[config.mk]
export PLATFORM = sky130hd
export DESIGN_NAME = onehot_decoder_disp
export DESIGN_NICKNAME = d
export VERILOG_FILES = /design/src/rtl/onehot_decoder_disp_pkg.sv /design/src/rtl/onehot_decoder_disp_btn_debounce.sv /design/src/rtl/onehot_decoder_disp.sv
export SDC_FILE = /design/constraint.sdc
export NUM_CORES = 1
export LEC_CHECK = 0
export CAP_MARGIN = 30
export CORE_ASPECT_RATIO = 1.25
export CORE_MARGIN = 4
export CORE_UTILIZATION = 50
export CTS_CLUSTER_DIAMETER = 100
export DETAILED_ROUTE_END_ITERATION = 12
export PLACE_DENSITY = 0.84
export SLEW_MARGIN = 30
export SYNTH_ARGS = -nofsm -noshare
export SYNTH_HDL_FRONTEND = slang
export SYNTH_SLANG_ARGS = --single-unit
[constraint.sdc]
create_clock -name clk -period 1.81 [get_ports clk]
set_input_delay 0.181 -clock clk [delete_from_list [all_inputs] [get_ports clk]]
set_output_delay 0.181 -clock clk [all_outputs]
set_load 0.05 [all_outputs]
[src/rtl/onehot_decoder_disp_pkg.sv]
// ============================================================================
// Module   : onehot_decoder_disp_pkg
// Brief    : Shared code-field widths and seven-segment patterns for the
//            board-side one-hot decoder.
// Revision : 1.0 - initial release
// ============================================================================
`default_nettype none

package onehot_decoder_disp_pkg;

  localparam int c_code_w    = 4;
  localparam int c_valid_bit = 3;
  localparam int c_idx_w     = 3;

  // Active-low segments, bit0=a .. bit6=g, bit7=dp (kept off)
  localparam logic [7:0] c_seg_0    = 8'hC0;
  localparam logic [7:0] c_seg_1    = 8'hF9;
  localparam logic [7:0] c_seg_2    = 8'hA4;
  localparam logic [7:0] c_seg_3    = 8'hB0;
  localparam logic [7:0] c_seg_4    = 8'h99;
  localparam logic [7:0] c_seg_5    = 8'h92;
  localparam logic [7:0] c_seg_6    = 8'h82;
  localparam logic [7:0] c_seg_7    = 8'hF8;
  localparam logic [7:0] c_seg_dash = 8'hBF;

  function automatic logic [7:0] seg_digit(input logic [c_idx_w-1:0] idx);
    logic [7:0] seg;
    case (idx)
      3'd0:    seg = c_seg_0;
      3'd1:    seg = c_seg_1;
      3'd2:    seg = c_seg_2;
      3'd3:    seg = c_seg_3;
      3'd4:    seg = c_seg_4;
      3'd5:    seg = c_seg_5;
      3'd6:    seg = c_seg_6;
      default: seg = c_seg_7;
    endcase
    return seg;
  endfunction

endpackage

`default_nettype wire

[src/rtl/onehot_decoder_disp_btn_debounce.sv]
// ============================================================================
// Module   : btn_debounce
// Brief    : Button synchronizer, run-length debouncer and press pulse.
// Revision : 1.0 - initial release
// ============================================================================
`default_nettype none

module btn_debounce #(
  parameter int DEB_CYCLES = 20
) (
  input  logic clk,
  input  logic rst,
  input  logic i_btn,
  output logic o_deb,
  output logic o_pulse
);

  localparam int             c_cnt_w   = $clog2(DEB_CYCLES + 1);
  localparam logic [c_cnt_w-1:0] c_cnt_max = c_cnt_w'(DEB_CYCLES - 1);

  logic               r_sync1;
  logic               r_sync2;
  logic               r_deb;
  logic               r_deb_d;
  logic [c_cnt_w-1:0] r_cnt;

  always_ff @(posedge clk or negedge rst) begin
    if (!rst) begin
      r_sync1 <= 1'b0;
      r_sync2 <= 1'b0;
      r_deb   <= 1'b0;
      r_deb_d <= 1'b0;
      r_cnt   <= '0;
    end else begin
      r_sync1 <= i_btn;
      r_sync2 <= r_sync1;
      r_deb_d <= r_deb;
      // Any cycle where the levels agree restarts the run
      if (r_sync2 == r_deb) begin
        r_cnt <= '0;
      end else if (r_cnt == c_cnt_max) begin
        r_deb <= r_sync2;
        r_cnt <= '0;
      end else begin
        r_cnt <= r_cnt + c_cnt_w'(1);
      end
    end
  end

  assign o_deb   = r_deb;
  assign o_pulse = r_deb & ~r_deb_d;

endmodule

`default_nettype wire

[src/rtl/onehot_decoder_disp.sv]
// ============================================================================
// Module   : onehot_decoder_disp
// Brief    : Captures a priority code on a debounced press and drives one-hot
//            LEDs, a capture count and a seven-segment digit.
// Revision : 1.0 - initial release
// ============================================================================
`default_nettype none

module onehot_decoder_disp
  import onehot_decoder_disp_pkg::*;
#(
  parameter int DEB_CYCLES   = 20,
  parameter int BLINK_CYCLES = 5000000
) (
  input  logic                clk,
  input  logic                rst,
  input  logic [c_code_w-1:0] code_i,
  input  logic                btn_i,
  output logic [15:0]         ledr,
  output logic [7:0]          seg0
);

  localparam int               c_blink_w   = $clog2(BLINK_CYCLES);
  localparam logic [c_blink_w-1:0] c_blink_max = c_blink_w'(BLINK_CYCLES - 1);

  logic                w_pulse;
  logic                w_deb;
  logic [c_code_w-1:0] r_code_q;
  logic [7:0]          r_cap_cnt;
  logic [c_blink_w-1:0] r_blink_cnt;
  logic                r_phase;
  logic [15:0]         r_ledr;
  logic [7:0]          r_seg0;
  logic [7:0]          w_led_lo;
  logic [7:0]          w_seg;

  btn_debounce #(
    .DEB_CYCLES (DEB_CYCLES)
  ) u_btn_debounce (
    .clk     (clk),
    .rst     (rst),
    .i_btn   (btn_i),
    .o_deb   (w_deb),
    .o_pulse (w_pulse)
  );

  always_comb begin
    w_led_lo = 8'h00;
    w_seg    = c_seg_dash;
    if (r_code_q[c_valid_bit]) begin
      w_led_lo = 8'h01 << r_code_q[c_idx_w-1:0];
      w_seg    = seg_digit(r_code_q[c_idx_w-1:0]);
    end else if (r_phase) begin
      w_led_lo = 8'hFF;
    end
  end

  always_ff @(posedge clk or negedge rst) begin
    if (!rst) begin
      r_code_q    <= '0;
      r_cap_cnt   <= 8'h00;
      r_blink_cnt <= '0;
      r_phase     <= 1'b0;
      r_ledr      <= 16'h0000;
      r_seg0      <= c_seg_dash;
    end else begin
      r_ledr <= {r_cap_cnt, w_led_lo};
      r_seg0 <= w_seg;
      // A capture outranks a blink wrap landing on the same edge
      if (w_pulse) begin
        r_code_q    <= code_i;
        r_cap_cnt   <= r_cap_cnt + 8'd1;
        r_blink_cnt <= '0;
        r_phase     <= 1'b0;
      end else if (!r_code_q[c_valid_bit]) begin
        if (r_blink_cnt == c_blink_max) begin
          r_blink_cnt <= '0;
          r_phase     <= ~r_phase;
        end else begin
          r_blink_cnt <= r_blink_cnt + c_blink_w'(1);
        end
      end else begin
        r_blink_cnt <= '0;
        r_phase     <= 1'b0;
      end
    end
  end

  assign ledr = r_ledr;
  assign seg0 = r_seg0;

  logic w_unused;
  assign w_unused = w_deb;

endmodule

`default_nettype wire

; Word level (Yosys, flattened, before mapping)
; Cells that the tools add are included.
[totals]
reg_bits = 69
in_bits = 7
output_inout_bits = 24
elab_cells = 43
[classes]
add_sub_neg = 3
n_eq_ne = 9
shifts = 1
n_mux = 12
bitwise = 4
n_reduce_logical = 3
[ops]
columns = operator, n
row1 = $mux 23, 3
row2 = $pmux 7 s7, 1
row3 = $mux 8, 3
row4 = $add 23x1->23 const B, 1
row5 = $eq 23x23->1 const B, 1
row6 = $mux 5, 2
row7 = $eq 3x3->1 const B, 3
row8 = $add 8x1->8 const B, 1
row9 = $shl 1x3->8 const A, 1
row10 = $eq 3x2->1 const B, 2
row11 = $add 5x1->5 const B, 1
row12 = $eq 5x5->1 const B, 1
row13 = $eq 3x1->1 const B, 1
row14 = $logic_not 3->1, 1
row15 = $mux 1, 3
row16 = $not 1->1, 3
row17 = $reduce_bool 3->1, 1
row18 = $reduce_and 2->1, 1
row19 = $and 1x1->1, 1
row20 = $eq 1x1->1, 1

; Longest topological paths before layout
[depth]
word_depth = 4
depth_mapped = 7
ltp_nobuf = 5

; Cells and area by module
; A second synthesis with hierarchy kept.
[unflattened]
cells_unflattened = 246
area_unflattened_um2 = 2829.0
[modules_own_cells]
columns = module, n_inst, cells_per_inst, area_each_um2, seq_area_each_um2
row1 = onehot_decoder_disp, 1, 220, 2478.6, 1483.9
row2 = btn_debounce, 1, 26, 350.3, 225.2

; Worst setup path after synthesis
; OpenSTA, ideal clock, no wires.
[synth_path]
path_kind = register to register
startpoint = register r_blink_cnt[0]
endpoint = register r_blink_cnt[22]
setup_time_ps = 77
t_arrival_ps = 1620
required_time_ps = 1733
setup_slack_ps = 112
path_stages_with_launch = 7
path_buffers = 1
synth_period_minus_slack_ps = 1698
cell_sequence = dfrtp_1 > ha_1 > and4_1 > buf_6 > nand4_1 > or4b_1 > a21oi_1
[synth_via]
elab_chain_cells = 4
word_cells_on_any_way = 5
classes_between = 1 x add/sub / 1 x eq/ne / 3 x mux
[synth_rtl]
columns = element, line_no
row1 = from (decl), onehot_decoder_disp.sv:30  ; logic [c_blink_w-1:0] r_blink_cnt;
row2 = from (signal assigned), onehot_decoder_disp.sv:80  ; r_blink_cnt <= r_blink_cnt + c_blink_w'(1);
row3 = $add 23x1->23 / $eq 23x23->1 (equally long branches), "onehot_decoder_disp.sv:80, onehot_decoder_disp.sv:76"
row4 = $mux 23 *, onehot_decoder_disp.sv:76  ; if (r_blink_cnt == c_blink_max) begin
row5 = $mux 23 *, onehot_decoder_disp.sv:75  ; end else if (!r_code_q[c_valid_bit]) begin
row6 = $mux 23 *, onehot_decoder_disp.sv:70  ; if (w_pulse) begin
; Mark *: on every way between the ends. The rest lies on a longest branch, timed or not.
; A chain may end at the register's enable or synchronous reset.

; Worst setup path in the final report
[layout_path]
startpoint = register r_blink_cnt[1]
endpoint = register r_blink_cnt[22]
; Same word-level chain as after synthesis.

==> results.py <==
metrics = {
    "run_status": {
        "status": "completed",
    },
    "route": {
        "viasPerCell": 5.477,
        "ant_nets": 0,
        "routed-via-count": 1939,
        "routedWlPerCell_um": 13.50,
        "drt-total-wl_mm": 4.779,
        "drc": 0,
        "dr.pass1.iters": 4,
        "drtIter0Drc": 68,
    },
    "critical_path": {
        "required_ps": 2070,
        "arrival_ps": 1960,
        "r2r-start": "r_blink_cnt[1]",
        "worst-setup-path-type": "reg2reg",
        "r2r_slack_ps": 110,
        "path_max_fanout": 5,
        "critPathCapture": "r_blink_cnt[22]",
        "worstSetupStartpointType": "flip-flop",
        "reg2regPathDepth": 5,
        "critPathLaunch": "r_blink_cnt[1]",
        "crit_path_end_kind": "flip-flop",
        "r2r-end": "r_blink_cnt[22]",
    },
    "die": {
        "dieArea_mm2": 0.007030,
        "placement_rows": 30,
        "io_pins": 31,
        "fp.dieW_um": 75.80,
        "start_util_pct": 52.06,
        "fp.dieH_um": 92.75,
        "coreArea_mm2": 0.005518,
    },
    "placement": {
        "dp_slack_ps": 132.0,
        "portBuffers": 29,
        "dpl.hpwl_mm": 3.394,
        "globalplace.congestion": 0.8240,
    },
    "sta": {
        "setup_violations": 0,
        "max_freq_mhz": 589.6,
        "worstMarginPinSlew_ps": 508.8,
        "period_minus_slack_ps": 1696,
        "final_hold_viol_count": 0,
        "post-route-period-util_pct": 93.70,
        "finClkSkew_ps": 9.731,
        "slew_violations": 0,
        "layout_setup_ws_ps": 114.0,
        "slew_headroom_pct": 65.97,
    },
    "cells_and_area": {
        "fin_nets": 296,
        "regArea_mm2": 0.001709,
        "area_growth_pct": 21.08,
        "fillers": 437,
        "multiInputGateArea_mm2": 0.001097,
        "n_antenna_cell": 0,
        "drive_above_1_share_pct": 20.34,
    },
    "run": {
        "max-cap-violations": 0,
    },
    "cts": {
        "clk_path_buf_depth": 2,
        "clk_latency_ps": 340,
        "ctsRootBufferMaster": "clkbuf_8",
        "cts-buffers-inserted": 9,
        "cts-htree-levels": 3,
        "clk_pin_slew_ps": 70,
        "clock_sinks": 68,
        "cts_tree": "built",
    },
    "hold_path": {
        "holdPathStages": 1,
        "hold_path_class": "in2reg",
    },
    "logic_synthesis": {
        "async_reset_ff_share_pct": 100.0,
        "synth_top_cell_by_area": "dfrtp_1",
        "synth.avg_cell_area_um2": 11.73,
        "synth.area.top_cells": "dfrtp_1 (54%), dfstp_2 (5.5%), xor2_1 (4.3%)",
        "yosysTopAreaCellShare_pct": 54.01,
        "synth_ff_type": "dfrtp_1",
        "syn_inst": 245,
        "synth_common_cells": "dfrtp_1 (62), nor2_1 (21), nand2_1 (14), xor2_1 (14), o21ai_0 (13)",
        "synth_seq_cells": 68,
        "synth_edf_count": 0,
        "syn_area_mm2": 0.002873,
        "ys_seq_area_share_pct": 59.49,
        "synth_most_common_cell": "dfrtp_1",
        "yosysUniqueCellTypes": 45,
        "yosys_warnings": 0,
        "syn_nets": 255,
    },
    "pwr": {
        "p_per_area_mw_per_mm2": 886.6,
        "vdd_drop_max_v": 0.0005980,
        "p_total_uw": 3084,
        "leakagePower_uw": 0.001542,
    },
    "global_route": {
        "antenna_found_initial": 0,
        "overflow": 0,
        "track_usage_pct": 15.63,
        "grt_pass1_vias": 1935,
        "grt_pass1_wl_mm": 8.349,
        "grt_max_degree": 51,
    },
}
layout by cell type, fill, tap and decap left out, types with 2 or more instances in the layout:
| cell | count |
|---|---|
| clkdlybuf4s50_1 | 22 |
| bufinv_16 | 2 |
| nand4_1 | 7 |
| nand2_1 | 14 |
| nor3_1 | 2 |
| and3_1 | 4 |
| or3_1 | 4 |
| a21oi_1 | 5 |
| dfstp_2 | 6 |
| nor4_1 | 2 |
| o31ai_1 | 7 |
| nand3_1 | 12 |
| or4_4 | 3 |
| buf_4 | 16 |
| xor2_1 | 14 |
| clkbuf_8 | 9 |
| clkinv_2 | 2 |
| nor2_1 | 21 |
| nand4_2 | 2 |
| and4_1 | 4 |
| inv_1 | 3 |
| nand2b_1 | 7 |
| dfrtp_1 | 62 |
| mux2_2 | 6 |
| xnor2_1 | 10 |
| ha_1 | 3 |
| o21ai_0 | 13 |
| a21oi_2 | 3 |
worst max-delay path, stage by stage (launching register included):
cell,delay [ps]
dfrtp_1,350
ha_1,210
and4_4,270
nand4_1,150
or4b_1,500
a21oi_1,150
how the worst min path moves through the flow:
stage,start,end,slack (ps)
3_3_place_gp,rst,ledr[12],140
5_1_grt,btn_i,u_btn_debounce.r_sync1,270
6_report,btn_i,u_btn_debounce.r_sync1,280
4_1_cts,btn_i,u_btn_debounce.r_sync1,260
2_1_floorplan,rst,ledr[0],-110
3_5_place_dp,rst,r_cap_cnt[5],150
report_power, final:
part	internal [uW]	switching, uW	total, uW	leakage [uW]
Sequential	1570	65.0	1630	0.000909
Combinational	67.1	84.6	152	0.000531
Clock	763	537	1300	0.000102
cell type report:
cell class | count | area share [%]
clock inverters | 5 | 2.230
multi-input cells | 163 | 31.55
clock buffers | 10 | 3.669
inverters | 3 | 0.3237
repair buffers | 41 | 10.79
well taps | 64 | 2.302
flip-flops and latches | 68 | 49.14
metrics by stage:
| stage | util, % | cell area (um^2) | instances | hold WS [ps] | TNS (ps) |
|---|---|---|---|---|---|
| 5_1_grt | 63.04 | 3478 | 354 | 265.7 | -9.414 |
| 2_1_floorplan | - | 2873 | 245 | -114.6 | 0 |
| 6_report | 63.04 | 3478 | 354 | 279.8 | 0 |
| 4_1_cts | 62.88 | 3470 | 354 | 261.4 | 0 |
| 3_3_place_gp | 58.98 | 3254 | 338 | 137.2 | 0 |
| 3_5_place_dp | 58.98 | 3254 | 338 | 147.3 | 0 |
repair_timing:
action	4_1_cts	5_1_grt
setup buffers	0	0
endpoints found under the hold margin	18	0
endpoints found under the setup margin	0	2
resized for setup	0	3
hold buffers	1	0
sequential cells by signal, summed over array words and instances, names as in the netlist:
name	flops
r_cap_cnt	8
u_btn_debounce.r_cnt	5
u_btn_debounce.r_sync1	1
u_btn_debounce.o_deb	1
r_blink_cnt	23
seg0	7
ledr	16
r_code_q	4
u_btn_debounce.r_deb_d	1
u_btn_debounce.r_sync2	1
r_phase	1
cell families after synthesis:
kind of cell	share of synthesized area, %
XOR/XNOR	7.317
flip-flops	59.49
AO/OA/AOI/OAI	7.274
adder cells (fa/ha/maj)	1.307
buffers and inverters	2.613
AND/OR/NAND/NOR	19.16
multiplexers	2.700
other	0.1305
layer usage:
layer | vias to the layer above | GRT usage, % | wire (um)
li1 | 935 | - | -
met1 | 945 | 18.12 | 1965
met5 | - | 0 | 0
met4 | 0 | 9.184 | 127
met2 | 49 | 25.50 | 2412
met3 | 10 | 3.583 | 273
Power figures use the tool's default switching activity.
